==> config.mk <==
export PLATFORM = sky130hd
export DESIGN_NAME = fifo_rd_drain_flat
export DESIGN_NICKNAME = d
export VERILOG_FILES = /design/src/rtl/fifo_pkg.sv /design/src/rtl/fifo_rd_drain_if.sv /design/src/rtl/fifo_rd_skid_buf.sv /design/src/rtl/fifo_rd_drain.sv /design/src/flat_wrapper.sv
export SDC_FILE = /design/constraint.sdc
export NUM_CORES = 1
export LEC_CHECK = 0
export CORE_MARGIN = 2
export CORE_UTILIZATION = 48
export DETAILED_ROUTE_END_ITERATION = 10
export PLACE_DENSITY = 0.84
export SYNTH_ARGS = -nofsm -noshare
export SYNTH_HDL_FRONTEND = slang
export SYNTH_SLANG_ARGS = --single-unit
export TNS_END_PERCENT = 5
==> constraint.sdc <==
create_clock -name rclk -period 2.1 [get_ports rclk]
set_input_delay 0.315 -clock rclk [delete_from_list [all_inputs] [get_ports rclk]]
set_output_delay 0.315 -clock rclk [all_outputs]
set_load 0.03 [all_outputs]
==> src/rtl/fifo_pkg.sv <==
// Shared types for the FIFO read-side drain stage.
// Drain FSM states, skid-buffer depth and occupancy type.
package fifo_pkg;

    typedef enum logic [1:0] {
        IDLE,
        RUN,
        STOP
    } state_t;

    localparam int BUF_DP = 3;

    typedef logic [1:0] occ_t;

    localparam occ_t OCC_MAX = 2'd3;

    localparam int DEF_DATA_WD = 8;
    localparam int DEF_CNT_WD  = 16;

    // true while the buffer can absorb one more word on top of
    // what is already stored plus the word still in flight
    function automatic logic has_room(occ_t occ, logic inflight);
        return (3'(occ) + 3'(inflight)) < 3'(BUF_DP);
    endfunction

endpackage

==> src/rtl/fifo_rd_drain_if.sv <==
// FIFO read port plus downstream valid/ready stream.
// master = drain stage, slave = FIFO and stream consumer.
interface fifo_rd_drain_if
    import fifo_pkg::*;
#(
    parameter int DATA_WD = DEF_DATA_WD
);

    logic               fifo_empty;
    logic [DATA_WD-1:0] fifo_rdata;
    logic               fifo_ren;
    logic               m_valid;
    logic               m_ready;
    logic [DATA_WD-1:0] m_data;

    modport master (
        input  fifo_empty,
        input  fifo_rdata,
        input  m_ready,
        output fifo_ren,
        output m_valid,
        output m_data
    );

    modport slave (
        output fifo_empty,
        output fifo_rdata,
        output m_ready,
        input  fifo_ren,
        input  m_valid,
        input  m_data
    );

endinterface

==> src/rtl/fifo_rd_skid_buf.sv <==
// 3-entry register buffer, strict FIFO order, head held in entry 0.
// Overfill drops the word and holds occupancy instead of wrapping.
module fifo_rd_skid_buf
    import fifo_pkg::*;
#(
    parameter int DATA_WD = DEF_DATA_WD
) (
    input  logic               clk,
    input  logic               rst,
    input  logic               push,
    input  logic [DATA_WD-1:0] push_data,
    input  logic               pop,
    output occ_t               occ,
    output logic [DATA_WD-1:0] head
);

    logic [DATA_WD-1:0] mem     [BUF_DP];
    logic [DATA_WD-1:0] mem_nxt [BUF_DP];
    occ_t               occ_nxt;
    occ_t               widx;

    assign head = mem[0];

    // shift on pop, then land the pushed word behind the last live entry
    always_comb begin
        occ_nxt = occ;
        widx    = occ;
        for (int i = 0; i < BUF_DP; i++) begin
            mem_nxt[i] = mem[i];
        end
        if (pop && occ != 2'd0) begin
            for (int i = 0; i < BUF_DP - 1; i++) begin
                mem_nxt[i] = mem[i + 1];
            end
            widx = occ - 2'd1;
        end
        if (push && widx != OCC_MAX) begin
            mem_nxt[widx] = push_data;
        end
        unique case ({push, pop})
            2'b10: begin
                if (occ != OCC_MAX) begin
                    occ_nxt = occ + 2'd1;
                end
            end
            2'b01: begin
                if (occ != 2'd0) begin
                    occ_nxt = occ - 2'd1;
                end
            end
            default: occ_nxt = occ;
        endcase
    end

    // storage and occupancy registers
    always_ff @(posedge clk) begin
        if (rst) begin
            occ <= '0;
            for (int i = 0; i < BUF_DP; i++) begin
                mem[i] <= '0;
            end
        end else begin
            occ <= occ_nxt;
            mem <= mem_nxt;
        end
    end

    a_no_overfill: assert property (
        @(posedge clk) rst || !(push && !pop && occ == OCC_MAX)
    );

    a_no_empty_pop: assert property (
        @(posedge clk) rst || !(pop && occ == 2'd0)
    );

endmodule

==> src/rtl/fifo_rd_drain.sv <==
// Read-side drain: pops the async FIFO and re-times words onto a stream.
// Optional counters under FIFO_RD_DRAIN_STATS_EN (pop_cnt, stall_cnt).
module fifo_rd_drain
    import fifo_pkg::*;
#(
    parameter int DATA_WD = DEF_DATA_WD,
    parameter int CNT_WD  = DEF_CNT_WD
) (
    input  logic              rclk,
    input  logic              rrst,
    input  logic              drain_en,
    output logic              busy,
`ifdef FIFO_RD_DRAIN_STATS_EN
    output logic [CNT_WD-1:0] pop_cnt,
    output logic [CNT_WD-1:0] stall_cnt,
`endif
    fifo_rd_drain_if.master   bus
);

    if (DATA_WD < 1 || CNT_WD < 1) begin : g_param_chk
        $error("fifo_rd_drain: widths must be positive");
    end

    state_t             state;
    logic               inflight;
    occ_t               occ;
    logic [DATA_WD-1:0] head;
    logic               pop;
    logic               flushed;

    // only registered state and the external empty flag feed the pop,
    // so m_ready never reaches fifo_ren combinationally
    assign bus.fifo_ren = (state == RUN)
                        & ~bus.fifo_empty
                        & has_room(occ, inflight);

    assign bus.m_valid = (occ != 2'd0);
    assign bus.m_data  = head;
    assign pop         = bus.m_valid & bus.m_ready;
    assign flushed     = (occ == 2'd0) & ~inflight;

    // a pop issued last cycle delivers its data this cycle
    always_ff @(posedge rclk) begin
        if (rrst) begin
            inflight <= 1'b0;
        end else begin
            inflight <= bus.fifo_ren;
        end
    end

    // run while requested, then flush buffer and inflight word
    always_ff @(posedge rclk) begin
        if (rrst) begin
            state <= IDLE;
            busy  <= 1'b0;
        end else begin
            unique case (state)
                IDLE: begin
                    if (drain_en) begin
                        state <= RUN;
                        busy  <= 1'b1;
                    end
                end
                RUN: begin
                    if (!drain_en) begin
                        state <= STOP;
                    end
                end
                STOP: begin
                    if (flushed) begin
                        state <= IDLE;
                        busy  <= 1'b0;
                    end
                end
                default: begin
                    state <= IDLE;
                    busy  <= 1'b0;
                end
            endcase
        end
    end

    fifo_rd_skid_buf #(
        .DATA_WD (DATA_WD)
    ) u_buf (
        .clk       (rclk),
        .rst       (rrst),
        .push      (inflight),
        .push_data (bus.fifo_rdata),
        .pop       (pop),
        .occ       (occ),
        .head      (head)
    );

`ifdef FIFO_RD_DRAIN_STATS_EN
    // accepted words and back-pressure cycles, holding at all-ones
    always_ff @(posedge rclk) begin
        if (rrst) begin
            pop_cnt   <= '0;
            stall_cnt <= '0;
        end else begin
            if (pop && !(&pop_cnt)) begin
                pop_cnt <= pop_cnt + CNT_WD'(1);
            end
            if (bus.m_valid && !bus.m_ready && !(&stall_cnt)) begin
                stall_cnt <= stall_cnt + CNT_WD'(1);
            end
        end
    end
`endif

    a_hold_stable: assert property (
        @(posedge rclk)
        (!rrst && bus.m_valid && !bus.m_ready)
        |=> (rrst || (bus.m_valid && $stable(bus.m_data)))
    );

endmodule
==> src/flat_wrapper.sv <==
// flat-port wrapper written by rule: the top's interface ports become plain ports
module fifo_rd_drain_flat import fifo_pkg::*;
#(
    parameter int DATA_WD = DEF_DATA_WD,
    parameter int CNT_WD  = DEF_CNT_WD
)
  (rclk, rrst, drain_en, busy, bus_fifo_empty, bus_fifo_rdata, bus_m_ready, bus_fifo_ren, bus_m_valid, bus_m_data);
  fifo_rd_drain_if #(.DATA_WD(DATA_WD)) bus_i ();
  input  logic rclk;
  input  logic rrst;
  input  logic drain_en;
  output logic busy;
  input wire logic [$bits(bus_i.fifo_empty)-1:0] bus_fifo_empty;
  input wire logic [$bits(bus_i.fifo_rdata)-1:0] bus_fifo_rdata;
  input wire logic [$bits(bus_i.m_ready)-1:0] bus_m_ready;
  output wire logic [$bits(bus_i.fifo_ren)-1:0] bus_fifo_ren;
  output wire logic [$bits(bus_i.m_valid)-1:0] bus_m_valid;
  output wire logic [$bits(bus_i.m_data)-1:0] bus_m_data;
  assign bus_i.fifo_empty = bus_fifo_empty;
  assign bus_i.fifo_rdata = bus_fifo_rdata;
  assign bus_i.m_ready = bus_m_ready;
  assign bus_fifo_ren = bus_i.fifo_ren;
  assign bus_m_valid = bus_i.m_valid;
  assign bus_m_data = bus_i.m_data;
  fifo_rd_drain #(.DATA_WD(DATA_WD), .CNT_WD(CNT_WD)) u_core (.rclk(rclk), .rrst(rrst), .drain_en(drain_en), .busy(busy), .bus(bus_i));
endmodule
==> flow_metrics.py, run 1 <==
metrics = {
    "logic_synthesis": {
        "synth-seq-cells": 30,
        "synth_area_leaders": "dfxtp_1 (37%), mux2i_1 (15%), a21o_1 (7.4%), nand2_1 (7.4%), nand2b_1 (6.9%)",
        "synth_cells": 178,
        "seq_area_frac_synth": 0.370,
        "yosysWarnings": 0,
        "synth_top_area_frac": 0.370,
        "synth_area_mm2": 0.00162,
        "syn_avg_cell_area_um2": 9.12,
        "ys.flop_type": "dfxtp_1",
        "ys_async_sr_fraction": 0,
        "ys_types": 28,
        "syn-num-nets": 199,
        "yosys.area.top_type": "dfxtp_1",
        "synth_edf_count": 0,
    },
    "power": {
        "pwr-share-clk": 0.261,
        "p_per_area_mw_per_mm2": 706,
        "totalPowerFinal_mw": 1.41,
        "peakVddDrop_uv": 397,
        "p_switching_mw": 0.481,
        "combPwrFrac": 0.296,
        "p_int_mw": 0.926,
        "p_leak_nw": 0.820,
        "swShare": 0.342,
        "p_seq_frac": 0.443,
    },
    "floorplanning": {
        "die_h_um": 62.1,
        "pin_count": 24,
        "row_count": 21,
        "fp.dieArea_mm2": 0.00386,
        "die_x_um": 62.1,
        "core_mm2": 0.00328,
        "start_util": 0.494,
    },
    "layout": {
        "fin_nets": 223,
        "final_common_cell": "nand2_1",
        "drive_gt1_frac": 0.153,
        "stdcell_area_mm2": 0.00199,
        "mostFrequentLayoutCells": "nand2_1 (32), dfxtp_1 (28), mux2i_1 (24), clkdlybuf4s50_1 (21), nand2b_1 (18)",
        "area.growth.synth_to_final_pct": 22.7,
        "antenna_cells": 0,
    },
    "setup_path": {
        "path_max_fanout": 7,
        "setup.worst_path.class": "reg -> out",
        "critical-path-top-delay-family": "flip-flops",
        "worst_path_max_delay_cell": "dfxtp_4",
        "endpoint_kind": "output port",
        "cp.depth": 4,
        "crit_required_ps": 1780,
        "reg2regPathDepth": 9,
        "startpoint_type": "flop",
        "crit_buf_inv": 1,
        "crit_arrival_ps": 1700,
        "path_cells": "ha_2 -> ha_4 -> a2111oi_4 -> buf_4",
        "max_stage_delay_ps": 410,
    },
    "placement": {
        "placed_area_mm2": 0.00188,
        "place_hpwl_um": 2050,
        "gp_congestion": 0.788,
        "port_buffers": 23,
    },
    "routing": {
        "drc": 0,
        "drtPass1Iterations": 4,
        "post_drt_wl_per_cell_um": 11.9,
        "vias": 1228,
        "wl_um": 2970,
        "ant_nets": 0,
        "drt_iter0_drc": 55,
        "viasPerCell": 4.93,
    },
    "hold_path": {
        "min_path_cells": 2,
        "min_path_type": "reg -> reg",
    },
    "cts": {
        "htree_levels": 2,
        "holdBufCountCts": 0,
        "clock-sinks": 30,
        "clk-insertion-delay-late_ps": 330,
        "cts_tree": "done",
        "cts_root_buf": "clkbuf_4",
        "clkTransAtPathRegs_ps": 100,
        "cts_buffers": 5,
        "max-clock-path-buffers": 2,
    },
    "sta": {
        "fin_tns_setup_ps": 0,
        "rsz0062_at_grt": "false",
        "hold_viol": 0,
        "fin_worst_skew_ps": 5.19,
        "worstMarginPinSlew_ps": 396,
        "period_minus_slack_ps": 2020,
        "fin_crit_sh": 0.960,
        "finalSetupViolations": 0,
        "slew_headroom": 0.735,
        "maxSlewViolCount": 0,
        "max_clock_freq_mhz": 496,
    },
    "global_route": {
        "antenna_found_initial": 0,
        "grt_max_degree": 39,
        "globalRouteTotalUtil": 0.162,
        "overflow": 0,
        "grt_pass1_vias": 1163,
        "grt_pass1_wl_um": 5000,
    },
    "outcome": {
        "status": "completed",
    },
    "job": {
        "cap_violations": 0,
    },
}
## layer usage
| metal | wire length, um | up-vias | part of all wire | global-route usage |
|---|---|---|---|---|
| met1 | 1330 | 569 | 0.45 | 0.186 |
| met5 | 0 | - | 0 | 0 |
| met4 | 31 | 0 | 0.010 | 0.0583 |
| li1 | - | 634 | - | - |
| met2 | 1490 | 22 | 0.50 | 0.284 |
| met3 | 114 | 3 | 0.038 | 0.0489 |
## cells in the mapped netlist (2+ instances only)
master and instances:
a21o_1 16, buf_4 8, inv_1 3, a21oi_1 3, nor2b_1 3, dfxtp_1 30
nor3_1 3, mux2i_1 24, nor2_1 8, nand2b_1 18, buf_2 2, inv_2 2
clkbuf_1 4, nand2_1 32, o21ai_4 2, ha_1 8
## logic make-up (layout without fill, tap and decap cells)
family,after synthesis,count (layout),share of synthesized area
AO/OA/AOI/OAI,26,26,0.133
XOR/XNOR,1,1,0.00540
adder cells (fa/ha/maj),8,8,0.0617
buffers and inverters,20,45,0.0709
flip-flops,30,30,0.370
multiplexers,24,24,0.148
AND/OR/NAND/NOR,69,69,0.210
## metrics by stage
stage | setup slack (ps) | utilization | std cells | hold slack [ps]
floorplan | -10.2 | - | 178 | 453
global placement | 149 | 0.571 | 240 | 461
detailed placement | 100 | 0.571 | 240 | 472
CTS | 30.9 | 0.599 | 248 | 487
global route | 12.5 | 0.606 | 249 | 508
finish | 84.5 | 0.606 | 249 | 485
## worst reg2reg max path: cells and delay by family (launching register included)
kind | cells | cell delay, ps
AOI/OAI and AO/OA | 2 | 420
buffers and inverters | 2 | 180
DFF | 1 | 400
and+or+nand+nor | 3 | 450
adders and majority gates | 2 | 430
## path summary, 6_finish.rpt
path                             from                  end  slack (ps)
setup / recovery  u_core.u_buf.occ[0]         bus_fifo_ren          80
hold / removal                   flop                 flop         480
setup reg to reg  u_core.u_buf.occ[1]  u_core.u_buf.occ[0]         180
hold reg to reg                  flop                 flop         480
## cell type report
type	count	area (um2)
fillers	288	1290
multi-input cells	128	940
flip-flops and latches	30	606
repair buffers	32	307
well taps	46	57.6
clock buffers	6	51.3
inverters	5	18.8
clock inverters	2	12.5
## power groups by stage
stage               clock network [mW]  logic (mW)  registers, mW
finish                           0.367       0.416          0.624
global route                     0.400       0.457          0.628
CTS                              0.383       0.416          0.622
detailed placement                   0       0.408          0.630
global placement                     0       0.404          0.629
floorplan                            0       0.291          0.627
## repair_timing
action                                 4_1_cts  5_1_grt
setup endpoints to repair                    2       16
pin swaps                                    1        1
endpoints found under the hold margin        0        0
buffers inserted                             0        1
gates resized for setup                      5        2
(Power assumes the default switching activity.)
==> inputs of run 2 (changes only) <==
- CORE_UTILIZATION: 48 -> 25
- PLACE_DENSITY: 0.84 -> 0.53
==> run 2 against run 1 <==
Net effect:
- clock power rose by 23%
- via count fell by 1.1%
- combinational power barely moved
- first-iteration DRC count fell by 44%
- total power rose by 5.3%
- register-to-register slack improved by 20 ps
- worst setup slack improved by 22 ps
- sequential share of layout area fell by 0.99 points
- non-clock buffer count did not move
- critical endpoint unchanged
- largest power group unchanged
==> flow_metrics.py, run 2 (synthesis gave the netlist of run 1 again) <==
metrics = {
    "outcome": {
        "status": "completed",
    },
    "cts": {
        "cts_root_buf": "clkbuf_8",
        "clk-insertion-delay-late_ps": 280,
        "post_cts_buffers": 0,
        "htree_levels": 2,
        "holdBufCountCts": 0,
        "clkTransAtPathRegs_ps": 60,
        "cts_buffers": 5,
        "max-clock-path-buffers": 2,
        "clock-sinks": 30,
        "cts_tree": "done",
    },
    "floorplanning": {
        "die_x_um": 84.6,
        "pin_count": 24,
        "core_mm2": 0.00631,
        "fp.dieArea_mm2": 0.00715,
        "die_h_um": 84.6,
        "start_util": 0.257,
        "row_count": 29,
    },
    "global_route": {
        "globalRouteTotalUtil": 0.0988,
        "grt_max_degree": 39,
        "grt_pass1_wl_um": 5570,
        "overflow": 0,
        "antenna_found_initial": 0,
        "grt_pass1_vias": 1190,
    },
    "setup_path": {
        "crit_arrival_ps": 1680,
        "r2r-end": "u_core.u_buf.occ[0]",
        "worst_path_max_delay_cell": "dfxtp_1",
        "crit_required_ps": 1780,
        "max_stage_delay_ps": 350,
        "reg2reg_slack_ps": 200,
        "startpoint_type": "flop",
        "reg2regPathDepth": 9,
        "path_max_fanout": 4,
        "critical_path.most_common_cell": "ha_1",
        "setup.worst_path.class": "reg -> out",
        "endpoint_kind": "output port",
        "path_cells": "ha_1 -> ha_1 -> a2111oi_4 -> buf_4",
        "timing.rr.start": "u_core.u_buf.occ[1]",
    },
    "sta": {
        "setup_ws_ps": 106,
        "worstMarginPinSlew_ps": 392,
        "fin_crit_sh": 0.949,
        "hold_viol": 0,
        "max_clock_freq_mhz": 502,
        "fin_worst_skew_ps": 1.62,
        "rsz0062_at_grt": "false",
        "period_minus_slack_ps": 1990,
        "finalSetupViolations": 0,
        "slew_headroom": 0.738,
        "maxSlewViolCount": 0,
    },
    "layout": {
        "final_cells": 278,
        "mostFrequentLayoutCells": "nand2_1 (32), dfxtp_1 (30), mux2i_1 (24), clkdlybuf4s50_1 (21), nand2b_1 (18)",
        "drive_gt1_frac": 0.124,
        "area.growth.synth_to_final_pct": 25.8,
        "final_util": 0.323,
        "final_common_cell": "nand2_1",
        "fin_nets": 223,
        "antenna_cells": 0,
    },
    "power": {
        "peakVddDrop_uv": 232,
        "p_leak_nw": 0.836,
        "p_per_area_mw_per_mm2": 725,
    },
    "hold_path": {
        "min_path_cells": 2,
        "min_path_type": "reg -> reg",
    },
    "routing": {
        "ant_nets": 0,
        "vias": 1214,
        "post_drt_wl_per_cell_um": 11.7,
        "drc": 0,
        "drtPass1Iterations": 4,
        "drt_iter0_drc": 31,
        "viasPerCell": 4.37,
        "wl_um": 3240,
    },
    "placement": {
        "dp_slack_ps": 174,
        "gp_congestion": 0.788,
        "dpl.cell_count": 272,
        "place_hpwl_um": 2260,
        "port_buffers": 23,
    },
    "job": {
        "cap_violations": 0,
    },
}
==> run 2: changes by cell type in the layout (fill, tap and decap cells not counted), moves of 2 or more <==
cell      before  now
clkbuf_8       1    6
clkbuf_4       5    0
dfxtp_1       28   30
ha_1           6    8
==> run 2: area by class of cell <==
cell class / count / area (um2)
sequential: 30 / 601
inverter: 5 / 18.8
clock buffer: 6 / 82.6
timing repair buffer: 32 / 319
multi-input combinational: 128 / 925
fill: 684 / 4270
tap: 77 / 96.3
==> run 2: critical path: cells and delay by family, from the launching register on <==
| kind | cells | cell delay, ps |
|---|---|---|
| AO/OA/AOI/OAI | 1 | 300 |
| adder cells (fa/ha/maj) | 2 | 530 |
| buffers and inverters | 1 | 210 |
| flip-flops | 1 | 350 |
==> run 2: routing by layer <==
layer / up-vias / global-route usage / wire, um
met5: - / 0 / 0
met3: 7 / 0.0275 / 111
met1: 559 / 0.123 / 1540
li1: 630 / - / -
met4: 0 / 0.0519 / 77
met2: 18 / 0.155 / 1510
==> run 2: how the worst max path moves through the flow <==
stage	cells past startpoint	endpoint	start	slack, ps
2_1_floorplan	10	u_core.u_buf.occ[0]	u_core.u_buf.occ[0]	-10
3_3_place_gp	8	u_core.u_buf.occ[0]	bus_m_ready	190
3_5_place_dp	6	u_core.u_buf.head[1]	bus_m_ready	170
4_1_cts	4	bus_fifo_ren	u_core.u_buf.occ[0]	0.4
5_1_grt	4	bus_fifo_ren	u_core.u_buf.occ[0]	10
6_report	4	bus_fifo_ren	u_core.u_buf.occ[0]	110
==> run 2: metrics by stage <==
| stage | hold slack [ps] | total power, mW | TNS (ps) | cell area (um2) |
|---|---|---|---|---|
| 2_1_floorplan | 453 | 0.918 | -10.2 | 1630 |
| 3_3_place_gp | 461 | 1.05 | 0 | 1950 |
| 3_5_place_dp | 472 | 1.05 | 0 | 1950 |
| 4_1_cts | 483 | 1.50 | 0 | 2030 |
| 5_1_grt | 505 | 1.57 | 0 | 2040 |
| 6_report | 475 | 1.48 | 0 | 2040 |
==> run 2: report_power, final <==
group / internal [mW] / total (mW) / switching (mW) / leakage (nW)
logic: 0.166 / 0.417 / 0.251 / 0.550
clock network: 0.252 / 0.450 / 0.198 / 0.0431
registers: 0.593 / 0.613 / 0.0208 / 0.243
total: 1.01 / 1.48 / 0.470 / 0.836
==> run 2: timing repair <==
action	CTS	global route
endpoints found under the setup margin	1	1
pin swaps	0	1
gates resized for setup	1	1
